`src/rtl/instr_mem_loader_pkg.sv`:
```
// Shared definitions for the instruction-memory loader: geometry, FSM encoding
// and the length-byte legality check.
package instr_mem_loader_pkg;

  localparam int ADDR_W         = 5;
  localparam int DATA_W         = 32;
  localparam int NUM_WORDS      = 32;
  localparam int BYTES_PER_WORD = 4;

  typedef enum logic [2:0] {
    S_IDLE  = 3'd0,
    S_LEN   = 3'd1,
    S_BYTES = 3'd2,
    S_WRITE = 3'd3,
    S_DONE  = 3'd4,
    S_ERR   = 3'd5
  } state_e;

  // A program must hold at least one word and fit in the memory.
  function automatic logic len_ok(input logic [7:0] n, input int max_words);
    return (n != 8'd0) && (int'(n) <= max_words);
  endfunction

endpackage

```
`src/rtl/instr_mem_loader_byte_packer.sv`:
```
// Big-endian byte-to-word packer: the first byte pushed ends up in the top byte.
module byte_packer
  import instr_mem_loader_pkg::*;
#(
  parameter int DATA_W = instr_mem_loader_pkg::DATA_W
) (
  input  logic              clk,
  input  logic              rst,
  input  logic              clr,
  input  logic              push,
  input  logic [7:0]        byte_in,
  output logic [DATA_W-1:0] word_out,
  output logic              last
);

  logic [1:0] byte_idx;

  assign last = push && (byte_idx == 2'd3);

  always_ff @(posedge clk) begin
    if (rst || clr) begin
      word_out <= '0;
      byte_idx <= '0;
    end else if (push) begin
      word_out <= {word_out[DATA_W-9:0], byte_in};
      byte_idx <= byte_idx + 2'd1;
    end
  end

endmodule

```
`src/rtl/instr_mem_loader.sv`:
```
// Streams a length-prefixed byte program into instruction memory and keeps the
// core held until every word has been written.
module instr_mem_loader
  import instr_mem_loader_pkg::*;
#(
  parameter int ADDR_W    = instr_mem_loader_pkg::ADDR_W,
  parameter int DATA_W    = instr_mem_loader_pkg::DATA_W,
  parameter int NUM_WORDS = instr_mem_loader_pkg::NUM_WORDS
) (
  input  logic              clk,
  input  logic              rst,
  input  logic              start,
  input  logic [7:0]        byte_in,
  input  logic              byte_valid,
  output logic              byte_ready,
  output logic              wr_en,
  output logic [ADDR_W-1:0] wr_addr,
  output logic [DATA_W-1:0] wr_data,
  output logic              cpu_hold,
  output logic              done,
  output logic              error,
  output logic [5:0]        word_count
);

  state_e     state;
  logic [5:0] n_len;
  logic       accept, pk_clr, pk_push, pk_last;
  logic [5:0] wcount_nxt;

  assign accept     = byte_valid && byte_ready;
  assign pk_clr     = (state == S_LEN) && accept;
  assign pk_push    = (state == S_BYTES) && accept;
  assign wcount_nxt = word_count + 6'd1;

  // The packer's register doubles as the write-data output register.
  byte_packer #(.DATA_W(DATA_W)) u_packer (
    .clk      (clk),
    .rst      (rst),
    .clr      (pk_clr),
    .push     (pk_push),
    .byte_in  (byte_in),
    .word_out (wr_data),
    .last     (pk_last)
  );

  always_ff @(posedge clk) begin
    if (rst) begin
      state      <= S_IDLE;
      n_len      <= '0;
      byte_ready <= 1'b0;
      wr_en      <= 1'b0;
      wr_addr    <= '0;
      cpu_hold   <= 1'b1;
      done       <= 1'b0;
      error      <= 1'b0;
      word_count <= '0;
    end else begin
      case (state)
        S_IDLE: if (start) begin
          state      <= S_LEN;
          byte_ready <= 1'b1;
        end
        S_LEN: if (accept) begin
          if (len_ok(byte_in, NUM_WORDS)) begin
            n_len      <= byte_in[5:0];
            word_count <= '0;
            state      <= S_BYTES;
          end else begin
            error      <= 1'b1;
            byte_ready <= 1'b0;
            state      <= S_ERR;
          end
        end
        S_BYTES: if (pk_last) begin
          byte_ready <= 1'b0;
          wr_en      <= 1'b1;
          wr_addr    <= word_count[ADDR_W-1:0];
          state      <= S_WRITE;
        end
        S_WRITE: begin
          wr_en      <= 1'b0;
          word_count <= wcount_nxt;
          if (wcount_nxt == n_len) begin
            done     <= 1'b1;
            cpu_hold <= 1'b0;
            state    <= S_DONE;
          end else begin
            byte_ready <= 1'b1;
            state      <= S_BYTES;
          end
        end
        S_DONE: if (start) begin
          done       <= 1'b0;
          cpu_hold   <= 1'b1;
          byte_ready <= 1'b1;
          state      <= S_LEN;
        end
        S_ERR: if (start) begin
          error      <= 1'b0;
          byte_ready <= 1'b1;
          state      <= S_LEN;
        end
        default: state <= S_IDLE;
      endcase
    end
  end

endmodule
```
`config.mk`:
```
export PLATFORM = sky130hd
export DESIGN_NAME = instr_mem_loader
export DESIGN_NICKNAME = d
export VERILOG_FILES = /design/src/rtl/instr_mem_loader_pkg.sv /design/src/rtl/instr_mem_loader_byte_packer.sv /design/src/rtl/instr_mem_loader.sv
export SDC_FILE = /design/constraint.sdc
export NUM_CORES = 1
export LEC_CHECK = 0
export ABC_AREA = 1
export CAP_MARGIN = 0
export CORE_UTILIZATION = 45
export CTS_BUF_LIST = sky130_fd_sc_hd__clkbuf_4 sky130_fd_sc_hd__clkbuf_8 sky130_fd_sc_hd__clkbuf_16
export CTS_CLUSTER_DIAMETER = 50
export DETAILED_ROUTE_END_ITERATION = 12
export GPL_ROUTABILITY_DRIVEN = 0
export PLACE_DENSITY = 0.76
export SYNTH_ARGS = -nofsm -noshare
export SYNTH_HDL_FRONTEND = slang
export SYNTH_SLANG_ARGS = --single-unit
```
`constraint.sdc`:
```
create_clock -name clk -period 1.3 [get_ports clk]
set_input_delay 0.195 -clock clk [delete_from_list [all_inputs] [get_ports clk]]
set_output_delay 0.195 -clock clk [all_outputs]
set_load 0.02 [all_outputs]
```
==> flow_summary.toml <==
[floorplanning]
io_pins = 60
die_x_um = 77.8
core-area_um2 = 5510
initial_core_util_pct = 46.9
die-area_um2 = 6050
die_height_um = 77.8
rows = 27

[layout]
drive_gt1_share_pct = 37.1
multi_input_area_um2 = 1510
fin_nets = 491
final_cells = 554
n_fill_cell = 386
seq_area_um2 = 1200
synthToLayoutAreaGrowth_pct = 65.9
diodes = 0
final_util_pct = 77.8

[synth]
synth_fa_ha_area_share_pct = 0.969
synth_compound_area_share_pct = 15.6
netlist_top_cells_count = "120 x nand2_1, 59 x dfxtp_1, 54 x a21oi_1"
synthTopCellsByArea = "dfxtp_1 46%, nand2_1 17%, a21oi_1 10%"
synth_top_cell_area_share_pct = 45.7
ys_types = 30
synth_area_per_cell_um2 = 7.20
synth_top_family_by_area = "simple AND/OR/NAND/NOR gates"
ys_seq_elements = 59
async_flop_share_pct = 0
yosys.cell_count.top_type = "nand2_1"
yosysSeqAreaShare_pct = 45.7
syn-num-nets = 373
synthXorXnorAreaFrac_pct = 0
synth_area_leader_cell = "dfxtp_1"
synth_mux_area_share_pct = 0
synthFlopType = "dfxtp_1"
synth-edff-count = 0
syn-cell-area_um2 = 2580
netlist_instances = 359
synthSimpleGateAreaFrac_pct = 29.9
ys_warn_count = 0

[clock_tree]
clk_path_buf_depth = 2
insertion_delay_ns = 0.35
path_clk_slew_ns = 0.07
cts_sinks = 59
root_buffer = "clkbuf_8"
cts_buffers = 9
htreeDepth = 3
hold_buffers = 0
cts_tree = "done"

[worst_setup_path]
worst_ep_required_time_ns = 1.59
cp_cell_sequence = "ha_4 -> inv_2 -> nand2_2 -> nand2_2 -> inv_2 -> nand2_2 -> nor2_2 -> nand2_1 -> nor2_2 -> nand3_2 -> buf_4 -> a21oi_2"
endpoint_kind = "flip-flop"
startpoint_type = "flip-flop"
crit_path_max_incr_delay_ns = 0.37
crit_fanout = 4
cp_slowest_cell = "dfxtp_4"
worstPathArrival_ns = 1.97
path_common_cell = "nand2_2"
criticalPathCategory = "reg -> reg"

[placed_design]
hpwl_mm = 4.58
pre_cts_ws_ns = -0.498
dp.cells = 525
port-buffer-count = 59

[sta]
hold_viol = 0
setup_viol = 52
rsz0062_at_grt = "true"
worst_slew_pin_slew_ns = 0.271
period_share_pct = 130
setup_ws_ns = -0.385
slew_violations = 0
clock.fmax_mhz = 593
fin_skew_ns = 0.0118
period_minus_slack_ns = 1.69
slew_headroom_pct = 81.9

[global_route]
overflow = 0
grt_max_degree = 36
grt.total_usage_pct = 26.6
grt_pass1_vias = 2776
antenna_found_initial = 0
grt_pass1_wl_mm = 12.6

[drt]
drc_errors = 0
viasPerCell = 5.16
ant_nets = 0
wirelength_mm = 8.37
via_count = 2861
wl_per_cell_um = 15.1
drt-initial-drc-count = 125
detail_route.first_pass.iterations = 4

[pwr]
power_leakage_nw = 1.89
power_density_nw_per_um2 = 1160
total_power_w = 0.00496
vdd_drop_max_v = 0.000914

[status]
status = "finished with violations"
violations = "negative setup slack"

[flow_run]
maxCapViolCount = 0

[min_path]
holdCritPathClass = "reg -> reg"
-- timing repair --
item                       4_1_cts  5_1_grt
gates resized for setup         90       69
pin swaps                        5       12
gates cloned                     4        1
setup buffers                    6        2
setup endpoints to repair      106       63
-- layout make-up --
type / count / share of cell area (%)
Timing Repair Buffer: 120 / 26.0
Clock inverter: 4 / 1.63
Tap cell: 72 / 2.10
Multi-Input combinational cell: 252 / 35.1
Sequential cell: 59 / 28.0
Inverter: 35 / 3.15
Clock buffer: 12 / 3.97
-- state kept, by name, indices dropped and copies added, names as in the netlist --
name	count
error	1
u_packer.word_out	32
state	3
u_packer.byte_idx	2
done	1
cpu_hold	1
wr_en	1
word_count	6
byte_ready	1
n_len	6
wr_addr	5
-- layer usage --
layer | track usage, % | routed length, um | vias to the layer above
met5 | 0 | 0 | -
met2 | 45.8 | 4400 | 90
met3 | 6.71 | 471 | 20
met1 | 29.5 | 3320 | 1356
li1 | - | - | 1395
met4 | 15.8 | 188 | 0
-- worst paths after layout --
path / startpoint / to / slack (ns) / cells after the start
worst max-delay path: word_count[0] / done / -0.39 / 12
worst min-delay path: byte_ready / byte_ready / 0.47 / 2
worst max register to register: word_count[0] / done / -0.39 / 12
worst min register to register: byte_ready / byte_ready / 0.47 / 2
-- power breakdown --
part / switching (W) / internal [W] / leakage (nW) / total (W)
clock network: 0.000769 / 0.00126 / 0.125 / 0.00203
logic: 0.000553 / 0.000481 / 1.29 / 0.00103
registers: 0.0000456 / 0.00185 / 0.481 / 0.00189
total: 0.00137 / 0.00359 / 1.89 / 0.00496
-- placed cells by master, fill, tap and decap left out, types with 2 or more instances in the layout --
| cell | count |
|---|---|
| nor2_4 | 5 |
| dfxtp_4 | 4 |
| a21oi_1 | 19 |
| a21oi_2 | 33 |
| inv_2 | 5 |
| dfxtp_1 | 51 |
| clkdlybuf4s15_2 | 2 |
| nor2_2 | 7 |
| buf_12 | 4 |
| buf_6 | 3 |
| nand3_1 | 17 |
| or2_4 | 2 |
| clkbuf_8 | 10 |
| nand2_1 | 106 |
| buf_16 | 3 |
| clkinv_2 | 3 |
| nand2_2 | 12 |
| o21ai_2 | 7 |
| o21ai_1 | 7 |
| clkbuf_16 | 2 |
| inv_1 | 28 |
| nand4_1 | 5 |
| clkdlybuf4s50_1 | 11 |
| clkbuf_2 | 3 |
| nand3_4 | 3 |
| bufinv_16 | 2 |
| dfxtp_2 | 4 |
| dlygate4sd2_1 | 40 |
| o21ai_0 | 3 |
| buf_2 | 2 |
| nand2_4 | 3 |
| nor2_1 | 10 |
| a21oi_4 | 2 |
| buf_4 | 50 |
-- logic make-up (layout without fill, tap and decap cells) --
| group | after synthesis | after routing |
|---|---|---|
| buffers and inverters | 49 | 171 |
| AO/OA/AOI/OAI | 76 | 76 |
| adder cells (fa/ha/maj) | 2 | 2 |
| flip-flops | 59 | 59 |
| AND/OR/NAND/NOR | 173 | 174 |
-- per-stage QoR --
step           instance area (um^2)  TNS [ns]  hold WS (ns)
3_3_place_gp                   3640    -16.07         0.448
3_5_place_dp                   3640    -17.41         0.457
2_1_floorplan                  2630    -0.711         0.343
4_1_cts                        4060     -3.15         0.462
5_1_grt                        4290     -9.86         0.483
6_report                       4290     -6.03         0.465
-- worst max-delay path: cells and delay by family, from the launching register on --
kind / cells / cell delay, ns
and+or+nand+nor: 7 / 0.62
DFF: 1 / 0.37
adders and majority gates: 1 / 0.28
buffers and inverters: 3 / 0.26
AOI/OAI and AO/OA: 1 / 0.11
No activity file was read; power rests on OpenSTA's default activity.
